`config.mk`:
```
export PLATFORM = sky130hd
export DESIGN_NAME = shift_add_multiplier_16bit
export DESIGN_NICKNAME = d
export VERILOG_FILES = /design/src/rtl/mult_pkg.sv /design/src/rtl/carry_look_ahead_16bit.sv /design/src/rtl/shift_add_multiplier_16bit.sv
export SDC_FILE = /design/constraint.sdc
export NUM_CORES = 1
export LEC_CHECK = 0
export BUFFER_PORTS_ARGS = -buffer_cell sky130_fd_sc_hd__buf_2
export CAP_MARGIN = 15
export CORE_ASPECT_RATIO = 1.75
export CORE_MARGIN = 3
export CORE_UTILIZATION = 44
export DETAILED_ROUTE_END_ITERATION = 8
export PLACE_DENSITY = 0.7
export SLEW_MARGIN = 20
export SYNTH_ARGS = -nofsm -noshare
export SYNTH_HDL_FRONTEND = slang
export SYNTH_HIERARCHICAL = 1
export SYNTH_SLANG_ARGS = --single-unit
```
`constraint.sdc`:
```
create_clock -name clk -period 4 [get_ports clk]
set_input_delay 1 -clock clk [delete_from_list [all_inputs] [get_ports clk]]
set_output_delay 1 -clock clk [all_outputs]
set_load 0.01 [all_outputs]
```
`src/rtl/mult_pkg.sv`:
```
// mult_pkg: shared types, widths and carry look-ahead helper for the shift-add multiplier
package mult_pkg;
  typedef enum logic [1:0] {IDLE, RUN, DONE} state_t;
  localparam int OP_W = 16;
  localparam int PROD_W = 32;
  localparam int CNT_W = 4;
  localparam int ITER = 16;
  function automatic logic [3:0] cla4(input logic [3:0] g, input logic [3:0] p, input logic c);
    return {g[3] | p[3] & g[2] | p[3] & p[2] & g[1] | p[3] & p[2] & p[1] & g[0] | p[3] & p[2] & p[1] & p[0] & c,
            g[2] | p[2] & g[1] | p[2] & p[1] & g[0] | p[2] & p[1] & p[0] & c,
            g[1] | p[1] & g[0] | p[1] & p[0] & c,
            g[0] | p[0] & c};
  endfunction
endpackage

```
`src/rtl/carry_look_ahead_16bit.sv`:
```
// carry_look_ahead_16bit: two-level 4x4 carry look-ahead adder
module carry_look_ahead_16bit
  import mult_pkg::*;
(
  input  logic [OP_W-1:0] a,
  input  logic [OP_W-1:0] b,
  input  logic            cin,
  output logic [OP_W-1:0] sum,
  output logic            cout
);
  logic [OP_W-1:0] g, p, c;
  logic [3:0] gg, gp, gc;
  assign g = a & b;
  assign p = a ^ b;
  for (genvar j = 0; j < 4; j++) begin : grp
    logic [3:0] lc;
    assign gg[j] = cla4(g[4*j +: 4], p[4*j +: 4], 1'b0) >> 3 != 4'd0;
    assign gp[j] = &p[4*j +: 4];
    assign lc = cla4(g[4*j +: 4], p[4*j +: 4], j == 0 ? cin : gc[j-1]);
    assign c[4*j +: 4] = {lc[2:0], j == 0 ? cin : gc[j-1]};
  end
  assign gc = cla4(gg, gp, cin);
  assign sum = p ^ c;
  assign cout = gc[3];
endmodule

```
`src/rtl/shift_add_multiplier_16bit.sv`:
```
// shift_add_multiplier_16bit: sequential 16x16 unsigned multiplier, one CLA add-and-shift per clock
module shift_add_multiplier_16bit
  import mult_pkg::*;
(
  input  logic              clk,
  input  logic              rst,
  input  logic              start,
  input  logic [OP_W-1:0]   a,
  input  logic [OP_W-1:0]   b,
  output logic              busy,
  output logic              done,
  output logic [PROD_W-1:0] product
);
  state_t state;
  logic [OP_W-1:0] mcand, acc_hi, q, sum;
  logic [CNT_W-1:0] count;
  logic cout;
  carry_look_ahead_16bit adder (
    .a(acc_hi),
    .b(q[0] ? mcand : '0),
    .cin(1'b0),
    .sum(sum),
    .cout(cout)
  );
  always_ff @(posedge clk) begin
    if (rst) begin
      state <= IDLE;
      busy <= 1'b0;
      done <= 1'b0;
      product <= '0;
      mcand <= '0;
      acc_hi <= '0;
      q <= '0;
      count <= '0;
    end else begin
      done <= 1'b0;
      if (state != RUN && start) begin
        mcand <= a;
        acc_hi <= '0;
        q <= b;
        count <= '0;
        busy <= 1'b1;
        state <= RUN;
      end else if (state == RUN) begin
        {acc_hi, q} <= {cout, sum, q[OP_W-1:1]};
        count <= count + 1'b1;
        if (count == CNT_W'(ITER - 1)) begin
          product <= {cout, sum, q[OP_W-1:1]};
          done <= 1'b1;
          busy <= 1'b0;
          state <= DONE;
        end
      end else begin
        state <= IDLE;
      end
    end
  end
endmodule

```
==> results.toml, run 1 <==
[cts]
htree_levels = 3
cts.clk_slew.worst_paths_ns = 0.06
cts.sink_count = 88
insertion_delay_ns = 0.34
cts_setup_buffers = 0
cts_resized = 0
cts_root_buffer = "clkbuf_16"
cts_buffers = 9
clk_path_buf_depth = 2
hold_buffers = 0
cts_tree = "done"

[floorplan]
core-area_sq_um = 8840
io_pins = 69
die-area_sq_um = 10430
start_util_pct = 45.76
die_w_um = 78.48
die_y_um = 132.8
std_cell_rows = 45

[final_layout]
syn2layout_area_growth_pct = 16.21
final_nets = 533
layout-drive-gt1-share_pct = 20.75
antennaDiodeCount = 0

[critical_path]
critical_path.most_common_cell = "nand2_1"
start_kind = "flop"
cp.arrival_ns = 3.33
crit_chain = "and2_1, ha_1, o21ai_0, nor2_1, o311a_4, o2111ai_1, nand2_1, fa_1, xor2_1, nand2_1, a21oi_1"
crit_path_max_incr_delay_ns = 0.63
crit_fanout = 17
critPathKind = "flop to flop"
critPathTopFamily = "compound AO/OA/AOI/OAI gates"
crit_buf_inv = 0
slowest_stage = "dfxtp_1"
crit_path_end_kind = "flop"
critPathRequiredTime_ns = 4.26

[placed_design]
dp_hpwl_um = 6318
place.gp.congestion = 0.8403
place_ws_ns = 0.9558
numPortBuffers = 68

[synthesis]
ys_ff_latch = 88
netlist_area_sq_um = 4045
yosysWarnings = 6
synth_cell_type_count = 49
synth_edf_count = 0
postSynthCellCount = 424
yosysSeqAreaShare_pct = 43.55
async_reset_ff_share_pct = 0
synthFlopType = "dfxtp_1"
synth.avg_cell_area_sq_um = 9.540

[run]
cap_violations = 0

[power_and_ir_drop]
power_frac_seq_pct = 46.2
power_frac_comb_pct = 6.9
p_int_w = 0.001555
p_per_area_nw_per_um2 = 425.5
vdd_drop_max_v = 0.0003151
switching_share_pct = 22.27
leakagePower_nw = 2.079
power_switching_w = 0.0004455
power.share.clock_pct = 46.9

[route]
drc = 0
ant_nets = 0
viasPerCell = 5.489
routed_wl_um = 9272
drtPass1Iterations = 4
vias = 3288
drtIter0Drc = 142
wl_per_cell_um = 15.48

[sta]
fmax_mhz = 326.0
fin_crit_ns = 3.068
drv_slew = 0
slew_headroom_pct = 42.02
min_period_over_period_pct = 76.70
fin_setup_tns_ns = 0
rsz0062_at_grt = "false"
setup_ws_ns = 0.9321
clock_skew_ns = 0.005670
final-setup-viol-count = 0
tightestPinTransition_ns = 0.8676
finalHoldViolations = 0

[status]
outcome = "completed"

[grt]
grt_first_pass_wirelength_um = 15590
grt_pass1_vias = 3405
grt_overflow = 0
grtUsageTotal_pct = 18.80
antenna_found_initial = 0
grt_max_degree = 39

[min_path]
hold_path_class = "flop to flop"
-- registers in the layout, indices dropped and copies added, names as in the netlist --
| register | count |
|---|---|
| busy | 1 |
| done | 1 |
| mcand | 16 |
| acc_hi | 16 |
| product | 32 |
| count | 4 |
| state | 2 |
| q | 16 |
-- power groups by stage --
stage / combinational (W) / clock, W / sequential [W]
floorplan: 0.000111 / 0 / 0.000936
global placement: 0.000136 / 0 / 0.000943
detailed placement: 0.000139 / 0 / 0.000944
CTS: 0.000140 / 0.000955 / 0.000924
global route: 0.000157 / 0.000988 / 0.000927
finish: 0.000139 / 0.000937 / 0.000924
-- cell families after synthesis --
kind of cell / synth area share, %
fa+ha+maj: 7.238
other cells: 0.09270
flops: 43.55
buf+inv: 6.094
simple gates: 13.95
xor+xnor: 2.598
compound gates: 22.52
mux: 3.959
-- worst paths after layout --
kind / from / to / slack (ns) / cells after the start
worst max register to register: q[0]$_SDFFE_PP0P_ / acc_hi[12]$_SDFFE_PP0N_ / 0.93 / 11
worst min-delay path: acc_hi[14]$_SDFFE_PP0N_ / acc_hi[14]$_SDFFE_PP0N_ / 0.46 / 2
worst max-delay path: q[0]$_SDFFE_PP0P_ / acc_hi[12]$_SDFFE_PP0N_ / 0.93 / 11
worst min register to register: acc_hi[14]$_SDFFE_PP0N_ / acc_hi[14]$_SDFFE_PP0N_ / 0.46 / 2
-- metal layers --
metal	track usage [%]	routed length [um]	vias to the layer above	part of all wire (%)
met2	34.02	4895	71	53
li1	-	-	1616	-
met5	0	0	-	0
met4	8.560	233	0	2.5
met1	20.28	3740	1582	40
met3	4.428	403	19	4.3
-- worst min-delay path, cell delays in order, from the launching register on --
cell     delay [ns]
dfxtp_1        0.31
nand2_1        0.05
a21oi_1        0.05
-- per-stage QoR --
stage	std cells	utilization, %	hold slack [ns]	area (sq um)	total power (W)
after floorplan	425	-	0.4406	4049	0.001047
after global placement	583	49.31	0.4457	4359	0.001079
after detailed placement	583	49.31	0.4546	4359	0.001083
after CTS	599	53.18	0.4648	4701	0.002019
after global routing	599	53.18	0.4770	4701	0.002072
final	599	53.18	0.4638	4701	0.002000
-- cells in the mapped netlist, drive strengths merged, types with 2 or more instances --
cell type | number | area [sq um]
dfxtp | 88 | 1762
a21oi | 38 | 193.9
nand2 | 38 | 142.6
a22o | 32 | 280.3
nor2 | 27 | 108.9
buf | 21 | 163.9
o21ai | 21 | 105.1
nand3 | 20 | 100.1
a211oi | 18 | 140.1
ha | 17 | 212.7
and2 | 16 | 100.1
mux2i | 16 | 160.2
inv | 12 | 45.04
clkbuf | 9 | 37.54
xnor2 | 7 | 61.31
xor2 | 5 | 43.79
fa | 4 | 80.08
a21o | 3 | 22.52
nor2b | 3 | 26.27
o211ai | 3 | 27.52
a31oi | 2 | 12.51
and3 | 2 | 13.77
nor3 | 2 | 10.01
o2111ai | 2 | 17.52
o21bai | 2 | 15.01
or2 | 2 | 12.51
-- final cells by class --
type | instances | area, sq um
fill | 832 | 4139
sequential | 88 | 1762
clock buffer | 12 | 266.5
clock inverter | 4 | 75.07
multi-input combinational | 295 | 2043
tap | 117 | 146.4
timing repair buffer | 71 | 362.8
inverter | 12 | 45.04
-- cells in the final DEF, fill, tap and decap left out, types with 3 or more instances in the layout --
cell        n
o21ai_0    21
a21o_1      3
nor2_1     26
clkbuf_16   9
xor2_1      5
buf_4       3
a21oi_1    37
ha_1       17
a22o_1     32
inv_1      12
a211oi_1   17
xnor2_1     7
dfxtp_1    88
clkbuf_8    3
and2_1     16
buf_2      68
mux2i_1    16
fa_1        4
nand2_1    38
nand3_1    20
(Power assumes the default switching activity.)
==> run 2, diff against run 1 <==
Settings changed: ABC_AREA from default to 1, PLACE_DENSITY 0.7 to 0.72.
Clock period 4 ns to 2.8 ns, I/O delays scaled along.
==> results.toml, run 2 <==
[cts]
cts_resized = 0
cts_root_buffer = "clkbuf_16"
htree_levels = 3
cts.sink_count = 88
cts_tree = "done"
hold_buffers = 0
insertion_delay_ns = 0.35
clk_path_buf_depth = 2
cts_buffers = 9
cts.clk_slew.worst_paths_ns = 0.06
cts_setup_buffers = 0

[critical_path]
critPathRequiredTime_ns = 3.07
start_kind = "flop"
critPathKind = "flop to flop"
cp.arrival_ns = 2.64
crit_path_end_kind = "flop"
crit_fanout = 16

[grt]
grtUsageTotal_pct = 19.21
grt_max_degree = 34
grt_overflow = 0
use_met3_pct = 4.940
grt_pass1_vias = 3792
grt-busiest-layer = "met2"
grt.met1_usage_pct = 21.06
grt_first_pass_wirelength_um = 16300
antenna_found_initial = 0
use_met2_pct = 33.67

[route]
vias = 3821
routed_wl_um = 9837
wl_per_cell_um = 12.61
drtIter0Drc = 139
ant_nets = 0
drtPass1Iterations = 4
viasPerCell = 4.899
drc = 0

[floorplan]
die_y_um = 135
die_w_um = 79.72
core-area_sq_um = 9151
die-area_sq_um = 10760
start_util_pct = 45.72
std_cell_rows = 46
io_pins = 69

[final_layout]
final_common_cell = "nand2_1"
top_register = "product"
nFillCells = 895
syn2layout_area_growth_pct = 17.25
largest_reg_flops = 32
antennaDiodeCount = 0
layout-drive-gt1-share_pct = 16.67
final_nets = 711
mostFrequentLayoutCells = "nand2_1, dfxtp_1, buf_2"

[synthesis]
synth.avg_cell_area_sq_um = 7.044
synthFlopType = "dfxtp_1"
synth_cell_type_count = 30
synth_area_leaders = "dfxtp_1, nand2_1, nand3_1, ha_1, inv_1"
postSynthCellCount = 594
synth_edf_count = 0
async_reset_ff_share_pct = 0
synth_top_area_share_pct = 42.11
synth_most_common_cell = "nand2_1"
synth_common_cells = "nand2_1, dfxtp_1, nand3_1"
ys_ff_latch = 88
yosysSeqAreaShare_pct = 42.11
netlist_area_sq_um = 4184
yosysWarnings = 6
netlist.top_cell.by_area = "dfxtp_1"

[sta]
drv_slew = 0
hold_ws_ns = 0.4477
rsz0062_at_grt = "false"
clock_skew_ns = 0.005929
tightestPinTransition_ns = 0.5300
fin_crit_ns = 2.370
finalHoldViolations = 0
fin_setup_tns_ns = 0
min_period_over_period_pct = 84.63
final-setup-viol-count = 0
fmax_mhz = 422.0
slew_headroom_pct = 64.63

[placed_design]
dp_hpwl_um = 6959
numPortBuffers = 68
place.gp.congestion = 0.8397

[power_and_ir_drop]
leakagePower_nw = 2.684
vdd_drop_max_v = 0.0003831
p_per_area_nw_per_um2 = 571.9

[min_path]
hold_path_class = "flop to flop"

[run]
cap_violations = 0

[status]
outcome = "completed"
[run 2: worst paths after layout]
kind	slack, ns	cells past startpoint	start	end
setup / recovery	0.43	13	q[0]$_SDFFE_PP0P_	acc_hi[12]$_SDFFE_PP0N_
hold / removal	0.45	2	product[29]$_SDFFE_PP0P_	product[29]$_SDFFE_PP0P_
setup reg to reg	0.43	13	q[0]$_SDFFE_PP0P_	acc_hi[12]$_SDFFE_PP0N_
hold reg to reg	0.45	2	product[29]$_SDFFE_PP0P_	product[29]$_SDFFE_PP0P_
[run 2: area by class of cell]
cell class	instances	area, sq um	area share (%)
multi-input combinational	422	2056	41.90
sequential	88	1762	35.91
timing repair buffer	75	392.9	8.008
clock buffer	11	242.7	4.948
inverter	59	222.7	4.540
tap	120	150.1	3.060
clock inverter	5	80.08	1.632
[run 2: cell families after synthesis]
kind of cell             count (synthesis)  share of synthesized area, %
AO/OA/AOI/OAI                           44                         5.562
XOR/XNOR                                 7                         1.465
adder cells (fa/ha/maj)                 21                         6.998
buffers and inverters                   85                         8.851
flip-flops                              88                         42.11
other                                    1                       0.08963
AND/OR/NAND/NOR                        348                         34.93
[run 2: through the flow]
| step | area [sq um] | worst slack (ns) | std cells | total power (W) | util [%] |
|---|---|---|---|---|---|
| 6_report | 4906 | 0.4303 | 780 | 0.002806 | 53.61 |
| 2_1_floorplan | 4188 | 0.3400 | 595 | 0.001480 | - |
| 3_3_place_gp | 4583 | 0.5263 | 764 | 0.001544 | 50.08 |
| 3_5_place_dp | 4583 | 0.4475 | 764 | 0.001549 | 50.08 |
| 4_1_cts | 4906 | 0.4205 | 780 | 0.002836 | 53.61 |
| 5_1_grt | 4906 | 0.1945 | 780 | 0.002913 | 53.61 |
[run 2: metal layers]
layer / vias up / wire (um)
li1: 1960 / -
met5: - / 0
met3: 17 / 467
met1: 1766 / 3900
met4: 0 / 217
met2: 78 / 5251
[run 2: critical path: stages, from the launching register on]
cell,delay [ns]
dfxtp_1,0.33
buf_4,0.22
nand2_1,0.07
inv_1,0.06
ha_1,0.24
or2_0,0.23
nand3b_1,0.11
nand2_2,0.10
nand2_2,0.10
nand2_4,0.06
fa_1,0.38
xor2_1,0.20
nand2_1,0.07
a21oi_1,0.12
[run 2: power breakdown]
part           switching, W  internal [W]
Combinational      0.000134     0.0000715
Sequential        0.0000272       0.00129
Clock              0.000479      0.000804
